--- config.mk ---
export PLATFORM = sky130hd
export DESIGN_NAME = jtoutrun_motdrv
export DESIGN_NICKNAME = d
export VERILOG_FILES = /design/src/rtl/jtoutrun_motor_pkg.sv /design/src/rtl/jtoutrun_motdrv_speed.sv /design/src/rtl/jtoutrun_motdrv.sv
export SDC_FILE = /design/constraint.sdc
export NUM_CORES = 1
export LEC_CHECK = 0
export ABC_AREA = 1
export CORE_MARGIN = 2
export CORE_UTILIZATION = 55
export CTS_CLUSTER_SIZE = 40
export DETAILED_ROUTE_END_ITERATION = 10
export DONT_BUFFER_PORTS = 1
export PLACE_DENSITY = 0.7
export SYNTH_ARGS = -nofsm -noshare
export SYNTH_HDL_FRONTEND = slang
export SYNTH_SLANG_ARGS = --single-unit
--- constraint.sdc ---
create_clock -name clk -period 2.5 [get_ports clk]
set_input_delay 0.375 -clock clk [delete_from_list [all_inputs] [get_ports clk]]
set_output_delay 0.375 -clock clk [all_outputs]
set_load 0.005 [all_outputs]
--- src/rtl/jtoutrun_motor_pkg.sv ---
`default_nettype none
// ============================================================================
// Module      : jtoutrun_motor_pkg
// Description : Shared state codes, ctrl-byte encoding and travel limits for
//               the Out Run steering motor controller and its motor model.
// Revision    : 1.0 - initial release
// ============================================================================
package jtoutrun_motor_pkg;

    typedef logic [1:0] state_t;

    localparam state_t HOME_L = 2'd0;
    localparam state_t HOME_C = 2'd1;
    localparam state_t TRACK  = 2'd2;
    localparam state_t FAULT  = 2'd3;

    localparam logic [7:0]  CTRL_STOP    = 8'h08;
    localparam int          CTRL_DIR_BIT = 3;
    localparam logic [15:0] LEFTLIM_DEF  = 16'h2000;
    localparam logic [15:0] RIGHTLIM_DEF = 16'hE000;

    // Left speeds are sent inverted; speed 0 always maps to the stop code.
    function automatic logic [7:0] ctrl_encode(input logic dir, input logic [2:0] spd);
        logic [7:0] c;
        c               = 8'h00;
        c[CTRL_DIR_BIT] = dir;
        c[2:0]          = dir ? spd : ~spd;
        if (spd == 3'd0) c = CTRL_STOP;
        return c;
    endfunction

endpackage
`default_nettype wire

--- src/rtl/jtoutrun_motdrv_speed.sv ---
`default_nettype none
// ============================================================================
// Module      : jtoutrun_motdrv_speed
// Description : Combinational target/position to {direction, speed} mapper
//               with clamping, deadband, saturation and limit inhibit.
// Revision    : 1.0 - initial release
// ============================================================================
module jtoutrun_motdrv_speed
    import jtoutrun_motor_pkg::*;
#(
    parameter logic [15:0] DEADBAND = 16'h0040,
    parameter logic [15:0] LEFTLIM  = LEFTLIM_DEF,
    parameter logic [15:0] RIGHTLIM = RIGHTLIM_DEF
) (
    input  logic [15:0] target_i,
    input  logic [15:0] pos_i,
    input  logic        lim_l_n_i,
    input  logic        lim_r_n_i,
    output logic        dir_o,
    output logic [2:0]  spd_o
);

    logic [15:0] tgt_w;
    logic [16:0] err_w;
    logic [16:0] mag_w;

    always_comb begin
        tgt_w = target_i;
        if (target_i < LEFTLIM)       tgt_w = LEFTLIM;
        else if (target_i > RIGHTLIM) tgt_w = RIGHTLIM;

        // 17-bit difference so the full 16-bit range never wraps
        err_w = {1'b0, tgt_w} - {1'b0, pos_i};
        mag_w = err_w[16] ? (~err_w + 17'd1) : err_w;
        dir_o = ~err_w[16];

        spd_o = (mag_w[16:5] >= 12'd7) ? 3'd7 : mag_w[7:5];
        if (mag_w < {1'b0, DEADBAND})             spd_o = 3'd0;
        if (!err_w[16] && !lim_r_n_i)             spd_o = 3'd0;
        if (err_w[16] && !lim_l_n_i)              spd_o = 3'd0;
    end

endmodule
`default_nettype wire

--- src/rtl/jtoutrun_motdrv.sv ---
`default_nettype none
// ============================================================================
// Module      : jtoutrun_motdrv
// Description : Out Run steering motor controller: homes left then centre,
//               then tracks the target once per vertical interrupt.
//               Optional macro JTOUTRUN_MOTDRV_SLEW_EN adds speed slew limit.
// Revision    : 1.0 - initial release
// ============================================================================
module jtoutrun_motdrv
    import jtoutrun_motor_pkg::*;
#(
    parameter logic [7:0]  TOUT     = 8'd255,
    parameter logic [15:0] DEADBAND = 16'h0040,
    parameter logic [15:0] LEFTLIM  = LEFTLIM_DEF,
    parameter logic [15:0] RIGHTLIM = RIGHTLIM_DEF
) (
    input  logic        rst,
    input  logic        clk,
    input  logic        vint,
    input  logic        enable,
    input  logic [15:0] target,
    input  logic [15:0] pos,
    input  logic [2:0]  limpos,
    output logic [7:0]  ctrl,
    output logic        ready,
    output logic        fault
);

    state_t      state_q, state_d;
    logic [7:0]  cnt_q, cnt_d;
    logic [7:0]  ctrl_q, ctrl_d;
    logic        vint_q;

    logic        tick_w;
    logic        trk_dir_w;
    logic [2:0]  trk_spd_w;
    logic [7:0]  cnt_inc_w;
    logic        drive_w;
    logic        want_dir_w;
    logic [2:0]  want_spd_w;
    logic [2:0]  app_spd_w;

`ifdef JTOUTRUN_MOTDRV_SLEW_EN
    logic [2:0]  spd_q, spd_d;
    logic        dir_q, dir_d;
`endif

    assign tick_w    = vint & ~vint_q;
    assign cnt_inc_w = cnt_q + 8'd1;

    jtoutrun_motdrv_speed #(
        .DEADBAND (DEADBAND),
        .LEFTLIM  (LEFTLIM),
        .RIGHTLIM (RIGHTLIM)
    ) u_speed (
        .target_i  (target),
        .pos_i     (pos),
        .lim_l_n_i (limpos[2]),
        .lim_r_n_i (limpos[0]),
        .dir_o     (trk_dir_w),
        .spd_o     (trk_spd_w)
    );

    always_comb begin
        state_d    = state_q;
        cnt_d      = cnt_q;
        ctrl_d     = ctrl_q;
        drive_w    = 1'b0;
        want_dir_w = 1'b0;
        want_spd_w = 3'd0;
        app_spd_w  = 3'd0;
`ifdef JTOUTRUN_MOTDRV_SLEW_EN
        spd_d      = spd_q;
        dir_d      = dir_q;
`endif
        if (!enable) begin
            ctrl_d = CTRL_STOP;
`ifdef JTOUTRUN_MOTDRV_SLEW_EN
            spd_d  = 3'd0;
`endif
        end else if (tick_w) begin
            // Both end switches at once means broken wiring: stop for good
            if (state_q != FAULT && !limpos[2] && !limpos[0]) begin
                state_d = FAULT;
            end else begin
                case (state_q)
                    HOME_L: begin
                        if (!limpos[2]) begin
                            state_d = HOME_C;
                            cnt_d   = 8'd0;
                        end else begin
                            cnt_d = cnt_inc_w;
                            if (cnt_inc_w == TOUT) state_d = FAULT;
                            else begin
                                drive_w    = 1'b1;
                                want_dir_w = 1'b0;
                                want_spd_w = 3'd7;
                            end
                        end
                    end
                    HOME_C: begin
                        if (!limpos[1]) begin
                            state_d = TRACK;
                        end else begin
                            cnt_d = cnt_inc_w;
                            if (cnt_inc_w == TOUT) state_d = FAULT;
                            else begin
                                drive_w    = 1'b1;
                                want_dir_w = 1'b1;
                                want_spd_w = 3'd7;
                            end
                        end
                    end
                    TRACK: begin
                        drive_w    = 1'b1;
                        want_dir_w = trk_dir_w;
                        want_spd_w = trk_spd_w;
                    end
                    default: ;
                endcase
            end

`ifdef JTOUTRUN_MOTDRV_SLEW_EN
            // Ramp up one step per frame; reversing passes through one stop frame
            if (want_spd_w == 3'd0 || (spd_q != 3'd0 && want_dir_w != dir_q))
                app_spd_w = 3'd0;
            else if (want_spd_w > spd_q)
                app_spd_w = spd_q + 3'd1;
            else
                app_spd_w = want_spd_w;
            spd_d = drive_w ? app_spd_w : 3'd0;
            dir_d = want_dir_w;
`else
            app_spd_w = want_spd_w;
`endif
            ctrl_d = drive_w ? ctrl_encode(want_dir_w, app_spd_w) : CTRL_STOP;
        end
    end

    always_ff @(posedge clk or posedge rst) begin
        if (rst) begin
            state_q <= HOME_L;
            cnt_q   <= 8'd0;
            ctrl_q  <= CTRL_STOP;
            vint_q  <= 1'b0;
`ifdef JTOUTRUN_MOTDRV_SLEW_EN
            spd_q   <= 3'd0;
            dir_q   <= 1'b0;
`endif
        end else begin
            state_q <= state_d;
            cnt_q   <= cnt_d;
            ctrl_q  <= ctrl_d;
            vint_q  <= vint;
`ifdef JTOUTRUN_MOTDRV_SLEW_EN
            spd_q   <= spd_d;
            dir_q   <= dir_d;
`endif
        end
    end

    assign ctrl  = ctrl_q;
    assign ready = (state_q == TRACK);
    assign fault = (state_q == FAULT);

endmodule
`default_nettype wire

# After elaboration in Yosys (flattened, before gate mapping)

Cells that the tools add are included.

Flip-flop bits (word level): 19
Bits of input ports: 39
Output and inout port bits: 10
Word-level logic and storage cells: 75

Add/subtract/negate cells: 3
$lt $le $gt $ge: 4
Eq/ne operators: 7
Mux-type cells: 38
Bitwise operators: 6
Reductions and logical operators: 13

Operators with widths:

| operator                                                            | count |
|---|---|
| two-way mux 8 bit                                                   | 5 |
| two-way mux 3 bit                                                   | 11 |
| two-way mux 16 bit                                                  | 2 |
| adder 17 x 1 -> 17 bit (second input constant)                      | 1 |
| less-than comparator 17 x 7 -> 1 bit (second input constant)        | 1 |
| two-way mux 17 bit                                                  | 1 |
| inverter 17 bit                                                     | 1 |
| subtractor 16 x 16 -> 17 bit                                        | 1 |
| > comparator 16 bit (second input constant)                         | 1 |
| less-than comparator 16 x 14 -> 1 bit (second input constant)       | 1 |
| one-hot mux 8 bit (2 select lines)                                  | 1 |
| greater-or-equal comparator 12 x 3 -> 1 bit (second input constant) | 1 |
| two-way mux 1 bit                                                   | 9 |
| one-hot mux 3 bit (3 select lines)                                  | 1 |
| adder 8 x 1 -> 8 bit (second input constant)                        | 1 |
| equality test 8 bit (second input constant)                         | 1 |
| two-way mux 2 bit                                                   | 4 |
| AND reduction 5 bit                                                 | 1 |
| equality test 2 bit (second input constant)                         | 2 |
| logical AND 1 bit                                                   | 4 |
| two-way mux 4 bit                                                   | 1 |
| != test 2 bit (second input constant)                               | 2 |
| one-hot mux 2 bit (2 select lines)                                  | 1 |
| logical NOT 1 bit                                                   | 3 |
| other kinds (12)                                                    | 14 |

# Logic depth before layout (Yosys ltp)

Gate-level depths: netlist of run 1.

Word-level depth: 22
Gate-level depth with buffers: 33
Depth with buffers taken out: 32

# Modules after synthesis

From an unflattened synthesis of run 1, not the netlist that was laid out.

Cell total of the unflattened synthesis: 497
Area total of the unflattened synthesis: 2,907.8 µm²

Modules (own cells, without submodules):

| module                | instances | cells an instance | area each (µm²) | sequential area each (µm²) |
|---|---|---|---|---|
| jtoutrun_motdrv_speed | 1         | 336               | 1,747.9         | 0.0 |
| jtoutrun_motdrv       | 1         | 161               | 1,159.9         | 376.6 |

# Worst setup path before layout of run 1

OpenSTA, ideal clock, no wires.

Path type: in2reg
Start point: input port target[6]
End point: register ctrl_q[2], in the netlist ctrl[2]
Setup time: 0.117 ns
Arrival: 2.927 ns
Data required time: 2.383 ns
Path slack: -0.544 ns
Cell stages on the path: 29
Path buffers: 1
Cell sequence: nor4_1 -> nand3_1 -> nand2_1 -> inv_1 -> clkbuf_1 -> nor3_1 -> ha_1 -> nand2_1 -> inv_1 -> nand3_1 -> nand2_1 -> nand2_1 -> nand2_1 -> nor2_4 -> nand3_2 -> nand2_1 -> nand2_1 -> nand2_2 -> nand2_2 -> nor2_2 -> nand2_2 -> nand3_1 -> nand2_1 -> nand2_1 -> nand2_1 -> nand2_1 -> inv_1 -> nand3_1 -> nand2_1

Longest elaborated chain between the ends: 22
Elaborated cells between the ends (all ways): 33
Those cells by class: add/sub (2); order compare (4); mux (20); bitwise (3); reduce/logical (4)

Ends and longest elaborated chain:

| element                                     | RTL line                    | RTL |
|---|---|---|
| start, declared                             | jtoutrun_motdrv.sv:21       | `input logic [15:0] target,` |
| > comparator 16 bit                         | jtoutrun_motdrv_speed.sv:30 | `else if (target_i > RIGHTLIM) tgt_w = RIGHTLIM;` |
| two-way mux 16 bit                          | jtoutrun_motdrv_speed.sv:30 |  |
| two-way mux 16 bit *                        | jtoutrun_motdrv_speed.sv:29 | `if (target_i < LEFTLIM) tgt_w = LEFTLIM;` |
| subtractor 16 x 16 -> 17 bit *              | jtoutrun_motdrv_speed.sv:33 | `err_w = {1'b0, tgt_w} - {1'b0, pos_i};` |
| inverter 17 bit                             | jtoutrun_motdrv_speed.sv:34 | `mag_w = err_w[16] ? (~err_w + 17'd1) : err_w;` |
| adder 17 x 1 -> 17 bit                      | jtoutrun_motdrv_speed.sv:34 |  |
| two-way mux 17 bit                          | jtoutrun_motdrv_speed.sv:34 |  |
| greater-or-equal comparator 12 x 3 -> 1 bit | jtoutrun_motdrv_speed.sv:37 | `spd_o = (mag_w[16:5] >= 12'd7) ? 3'd7 : mag_w[7:5];` |
| [6 not listed]                              | n/a                         |  |
| two-way mux 3 bit                           | jtoutrun_motdrv.sv:81       | `end else if (tick_w) begin` |
| two-way mux 3 bit                           | jtoutrun_motdrv.sv:76       | `if (!enable) begin` |
| inverter 3 bit                              | jtoutrun_motor_pkg.sv:27    | `c[2:0] = dir ? spd : ~spd;` |
| two-way mux 3 bit                           | jtoutrun_motor_pkg.sv:27    |  |
| two-way mux 4 bit *                         | jtoutrun_motor_pkg.sv:28    | `if (spd == 3'd0) c = CTRL_STOP;` |
| two-way mux 8 bit *                         | jtoutrun_motdrv.sv:136      | `ctrl_d = drive_w ? ctrl_encode(want_dir_w, app_spd_w) : CTRL_STOP;` |
| two-way mux 8 bit *                         | jtoutrun_motdrv.sv:81       |  |
| two-way mux 8 bit *                         | jtoutrun_motdrv.sv:76       |  |
| end signal, assigned                        | jtoutrun_motdrv.sv:153      | `ctrl_q <= ctrl_d;` |
| end, declared                               | jtoutrun_motdrv.sv:31       | `logic [7:0] ctrl_q, ctrl_d;` |

Every way passes the cells marked *; elsewhere a longest branch is shown, timed or not. The select of a mux whose other input is x is not followed.
A chain may end at the register's enable or synchronous reset.

# Worst setup path in the final report of run 1

Start point: input port target[5]
End point: register ctrl_q[0], in the netlist ctrl[0]

The elaborated chain is that of the path after synthesis.

==> results of run 1 <==
==> layer usage <==
metal,wire [um],global-route usage (%),up-vias
li1,-,-,1472
met1,3165,35.27,1297
met2,3496,45.57,89
met3,332,4.028,12
met4,113,2.263,0
met5,0,0,-
==> sequential cells by signal (all words and copies together), names as in the netlist <==
name	cells
vint_q	1
ctrl	4
state_q	2
cnt_q	8
==> worst paths after layout <==
| path | start | end | slack, ps | cells past startpoint |
|---|---|---|---|---|
| max | target[5] | ctrl[0] | -660 | 28 |
| min | rst | state_q[1] | 70 | 1 |
| max reg2reg | cnt_q[0] | ctrl[0] | 200 | 15 |
| min reg2reg | ctrl[2] | ctrl[2] | 500 | 2 |
| max in group asynchronous | rst | ctrl[2] | 2050 | 1 |
| min in group clk | vint | vint_q | 150 | 0 |
==> where the power goes <==
part	internal (uW)	switching [uW]	total [uW]
Sequential	318	56.2	374
Clock	112	96.8	209
Combinational	454	666	1120
Total	884	819	1700
==> per-stage QoR <==
step	hold WS (ps)	power, uW	utilization [%]
4_1_cts	90.10	1623	70.24
5_1_grt	122.0	1855	75.20
6_report	66.54	1704	75.20
3_3_place_gp	350.4	1337	65.60
3_5_place_dp	365.7	1364	65.60
2_1_floorplan	275.8	1128	-
==> layout make-up <==
cell class                      count  area share (%)
Inverter                           90           11.76
Clock inverter                      1          0.2246
Multi-Input combinational cell    336           63.35
Clock buffer                        3           1.235
Tap cell                           52           1.947
Timing Repair Buffer               45           10.22
Sequential cell                    15           11.27
==> cell usage in the layout (no fill, tap or decap), types with 5 or more instances in the layout <==
| master | instances |
|---|---|
| nor2_1 | 41 |
| inv_1 | 71 |
| nand2_1 | 113 |
| nand3b_1 | 6 |
| ha_1 | 18 |
| nor2_2 | 5 |
| nand2_2 | 30 |
| dfrtp_1 | 14 |
| buf_4 | 44 |
| a21oi_1 | 10 |
| o21ai_0 | 5 |
| inv_2 | 12 |
| nand3_2 | 11 |
| xor2_1 | 5 |
| nor3_2 | 6 |
| nand4_1 | 8 |
| o22ai_1 | 7 |
| nand3_1 | 31 |
==> logic make-up (layout without fill, tap and decap cells) <==
group,Yosys count,in the layout,share of synthesized area (%)
AOI/OAI and AO/OA,31,31,7.275
DFF,15,15,14.60
buffers and inverters,98,139,14.84
and+or+nand+nor,270,270,48.25
xor gates and xnor gates,8,8,3.443
other,1,4,0.1454
adders and majority gates,23,23,11.45
==> timing repair <==
item / in CTS / in global routing
resized for setup: 29 / 40
setup buffers: 7 / 3
endpoints found under the setup margin: 4 / 4
pin swaps: 3 / 29
==> impl_metrics.py, run 1 <==
metrics = {
    "outcome": {
        "status": "finished, violations left",
        "violations": "setup timing",
    },
    "global_route": {
        "antenna_found_initial": 0,
        "grt_max_degree": 16,
        "gr-total-overflow": 0,
        "grt_pass1_vias": 2693,
        "grtUsageTotal_pct": 26.03,
        "grt_pass1_wl_mm": 11.13,
    },
    "routing": {
        "vias_per_cell": 5.295,
        "vias": 2870,
        "drt_first_pass_iters": 5,
        "drc": 0,
        "drt_wl_total_mm": 7.108,
        "ant_nets": 0,
        "wire_per_inst_um": 13.11,
        "drtIter0Drc": 183,
    },
    "cells_and_area": {
        "fin_cells": 542,
        "drive_gt1_share_pct": 30.20,
        "syn2layout_area_growth_pct": 29.53,
        "final.fill_count": 359,
        "layout.nets": 553,
        "diodes": 0,
        "seq_area_um2": 376.6,
        "multiInputGateArea_um2": 2117,
        "fin_area_um2": 3342,
    },
    "clocking": {
        "cts_tree": "built",
        "hold_buffers": 0,
        "ctsLongestPathBuffers": 2,
        "htreeDepth": 1,
        "root_buffer": "clkbuf_8",
        "clkTransAtPathRegs_ps": 70,
        "clock_latency_ps": 250,
        "cts_buffers": 3,
        "cts.sinks": 15,
    },
    "synthesis": {
        "avgSynthCellArea_um2": 5.785,
        "yosys_warnings": 0,
        "synth_top_area_share_pct": 19.20,
        "async_reset_ff_share_pct": 100.0,
        "seq_area_frac_synth_pct": 14.60,
        "synthFlopType": "dfrtp_1",
        "ys_top_cells_by_count": "132 x nand2_1, 78 x inv_1, 43 x nor2_1",
        "synth_area_um2": 2580,
        "synth_area_leaders": "nand2_1 19%, dfrtp_1 14%, inv_1 11%",
        "synth.most_common_cell": "nand2_1",
        "synth_seq_cells": 15,
        "yosys.area.top_type": "nand2_1",
        "syn_inst": 446,
        "synth_cell_types": 36,
        "synth-edff-count": 0,
    },
    "floorplan": {
        "die_y_um": 72.49,
        "num_rows": 24,
        "dieArea_um2": 5255,
        "ios": 49,
        "core_um2": 4444,
        "start_util_pct": 58.05,
        "fp.dieW_um": 72.49,
    },
    "critical_path": {
        "cp_common_cell": "nand2_1",
        "cp.buffers_inverters": 3,
        "crit_slowest_cell": "ha_4",
        "startpoint_type": "primary input",
        "worstSetupPathType": "in2reg",
        "critPathTopFamily": "simple AND/OR/NAND/NOR gates",
        "end_kind": "flop",
        "cp.required_ps": 2650,
        "path_max_fanout": 10,
        "arrival_ps": 3310,
        "cpPeakStageDelay_ps": 240,
    },
    "timing": {
        "fin_skew_ps": 3.301,
        "fmax_mhz": 316.1,
        "final-max-slew-violation-count": 0,
        "hold_viol": 0,
        "relSlewSlack_pct": 57.74,
        "rsz0062_at_grt": "true",
        "fin_ws_ps": -663.7,
        "setup-violations-final": 4,
        "totalNegativeSetupSlack_ps": -2562,
        "worst_slew_pin_slew_ps": 631.6,
        "min_period_over_period_pct": 126.5,
        "period_minus_slack_ps": 3164,
    },
    "power": {
        "p_leak_uw": 0.001814,
        "vdd_ir_drop_max_mv": 0.4498,
        "p_per_area_nw_per_um2": 509.8,
    },
    "worst_hold_path": {
        "worstHoldPathType": "in2async",
    },
    "run": {
        "maxCapViolations": 0,
    },
    "placed_design": {
        "dp_hpwl_mm": 5.200,
        "io_buffers": 0,
        "pre_cts_slack_ps": -958.9,
        "dp_cells": 528,
        "place_area_um2": 2915,
        "gp_congestion": 0.8368,
    },
}
(Power assumes the default switching activity.)
==> run 2: changes to the inputs <==
ABC_AREA = default   (was 1)
SETUP_SLACK_MARGIN = 0.15   (was default)
==> impl_metrics.py, run 2 <==
metrics = {
    "worst_hold_path": {
        "worstHoldPathType": "in2async",
    },
    "clocking": {
        "ctsLongestPathBuffers": 2,
        "hold_buffers": 0,
        "htreeDepth": 1,
        "cts.sinks": 15,
        "clkTransAtPathRegs_ps": 70,
        "cts_tree": "built",
        "root_buffer": "clkbuf_8",
        "clock_latency_ps": 260,
        "cts_buffers": 3,
    },
    "synthesis": {
        "avgSynthCellArea_um2": 7.596,
        "synth_top_area_share_pct": 14.83,
        "async_reset_ff_share_pct": 100.0,
        "synth_cell_types": 68,
        "yosys.area.top_type": "dfrtp_1",
        "synth_seq_cells": 15,
        "ys_top_cells_by_count": "26 x inv_1, 22 x ha_1, 22 x nand2_1, 22 x o21ai_0, 20 x nor2_1",
        "synth_area_leaders": "dfrtp_1 15%, ha_1 12%, o21ai_0 4.7%",
        "synth.most_common_cell": "inv_1",
        "synth_area_um2": 2362,
        "yosys_warnings": 0,
        "synth-edff-count": 0,
        "seq_area_frac_synth_pct": 15.94,
        "synthFlopType": "dfrtp_1",
        "syn_inst": 311,
    },
    "outcome": {
        "status": "finished, violations left",
        "violations": "setup timing",
    },
    "timing": {
        "hold_viol": 0,
        "setup-violations-final": 4,
        "relSlewSlack_pct": 60.14,
        "worst_slew_pin_slew_ps": 592.5,
        "final-max-slew-violation-count": 0,
        "fin_skew_ps": 4.145,
        "fmax_mhz": 236.0,
        "rsz0062_at_grt": "true",
        "period_minus_slack_ps": 4237,
        "fin_ws_ps": -1737,
        "min_period_over_period_pct": 169.5,
    },
    "cells_and_area": {
        "final_cell_mix": "56 x buf_4, 26 x inv_1, 19 x o21ai_0, 19 x nand2_1, 17 x nor2_1",
        "largest_reg_flops": 8,
        "largest-register": "cnt_q",
        "final_common_cell": "buf_4",
        "fin_area_um2": 3182,
        "drive_gt1_share_pct": 34.07,
        "diodes": 0,
        "layout.nets": 427,
        "syn2layout_area_growth_pct": 34.69,
    },
    "run": {
        "maxCapViolations": 0,
    },
    "routing": {
        "drtIter0Drc": 205,
        "drc": 0,
        "vias": 2541,
        "wire_per_inst_um": 16.51,
        "drt_wl_total_mm": 6.836,
        "drt_first_pass_iters": 4,
        "vias_per_cell": 6.138,
        "ant_nets": 0,
    },
    "global_route": {
        "grtUsageTotal_pct": 28.17,
        "gr-total-overflow": 0,
        "grt_pass1_wl_mm": 11.24,
        "grt_pass1_vias": 2463,
        "grt_max_degree": 16,
        "antenna_found_initial": 0,
    },
    "critical_path": {
        "endpoint": "ctrl[1]",
        "reg2reg_to": "ctrl[1]",
        "path_max_fanout": 4,
        "rr_worst_depth": 9,
        "arrival_ps": 4380,
        "end_kind": "flop",
        "reg2reg_setup_slack_ps": -40,
        "worstSetupPathType": "in2reg",
        "crit_start": "target[0]",
        "startpoint_type": "primary input",
        "cp.required_ps": 2650,
        "rr_startpoint": "cnt_q[0]",
    },
    "floorplan": {
        "start_util_pct": 58.22,
        "dieArea_um2": 4835,
        "die_y_um": 69.54,
        "core_um2": 4058,
        "num_rows": 23,
        "ios": 49,
        "fp.dieW_um": 69.54,
    },
    "placed_design": {
        "dp_hpwl_mm": 4.933,
        "gp_congestion": 0.9175,
        "place_area_um2": 2810,
        "pre_cts_slack_ps": -2107,
        "io_buffers": 0,
    },
    "power": {
        "vdd_ir_drop_max_mv": 0.3802,
        "p_leak_uw": 0.001456,
        "finalPower_uw": 1482,
        "p_per_area_nw_per_um2": 465.7,
    },
}
[run 2: logic make-up (layout without fill, tap and decap cells)]
group           Yosys count  in the layout  synth area share (%)
compound gates          101            101                 32.15
xor+xnor                 12             12                 4.450
fa+ha+maj                23             23                 12.50
buf+inv                  40             90                 7.362
flops                    15             15                 15.94
mux                       4              4                 1.748
other cells               1              4                0.1587
simple gates            115            115                 25.69
[run 2: what timing repair did]
action | 4_1_cts | 5_1_grt
endpoints found under the hold margin | 0 | 0
setup buffers | 5 | 1
pin swaps | 17 | 14
endpoints found under the setup margin | 4 | 12
gates resized for setup | 32 | 18
[run 2: cell type report]
cell class / instances / area [um2]
clock buffers: 3 / 41.29
fillers: 268 / 875.8
clock inverters: 1 / 5.005
repair buffers: 60 / 465.4
well taps: 50 / 62.56
flip-flops and latches: 15 / 376.6
multi-input cells: 259 / 2133
inverters: 26 / 97.59
[run 2: metrics by stage]
step	setup TNS, ps	hold WS (ps)	cells	utilization [%]
final	-6350	63.68	414	78.42
after global routing	-7034	118.2	414	78.42
after CTS	-6021	86.96	413	75.73
after detailed placement	-7791	350.6	404	69.26
after global placement	-7174	350.1	404	69.26
after floorplan	-7098	275.8	314	-
[run 2: metal layers]
metal | vias to the layer above | GRT usage [%] | wire length (um)
li1 | 1238 | - | -
met1 | 1203 | 38.51 | 3063
met2 | 82 | 46.90 | 3265
met3 | 18 | 3.779 | 378
met4 | 0 | 6.972 | 129
met5 | - | 0 | 0
[run 2: worst min path at each step]
| stage | to |
|---|---|
| 2_1_floorplan | cnt_q[0] |
| 3_3_place_gp | state_q[1] |
| 3_5_place_dp | state_q[1] |
| 4_1_cts | state_q[1] |
| 5_1_grt | vint_q |
| 6_report | ctrl[1] |
[run 2: power by group]
group          switching [uW]  total [uW]  internal [uW]  leakage [uW]
Clock                    93.8         205            111     0.0000255
Sequential               41.9         320            278      0.000192
Combinational             509         957            448       0.00124
Total                     645        1480            836       0.00146
[run 2: critical path, cell delays in order]
cell	delay, ps
or4_4	530
nor4_4	280
o21a_1	190
nand2_2	80
ha_4	160
fa_2	340
nand2b_4	170
a211oi_4	270
o211a_4	230
buf_6	110
o21ai_4	70
a2111oi_4	450
o2111ai_2	170
and3_4	220
or2_1	220
a2111o_1	290
a32o_1	240
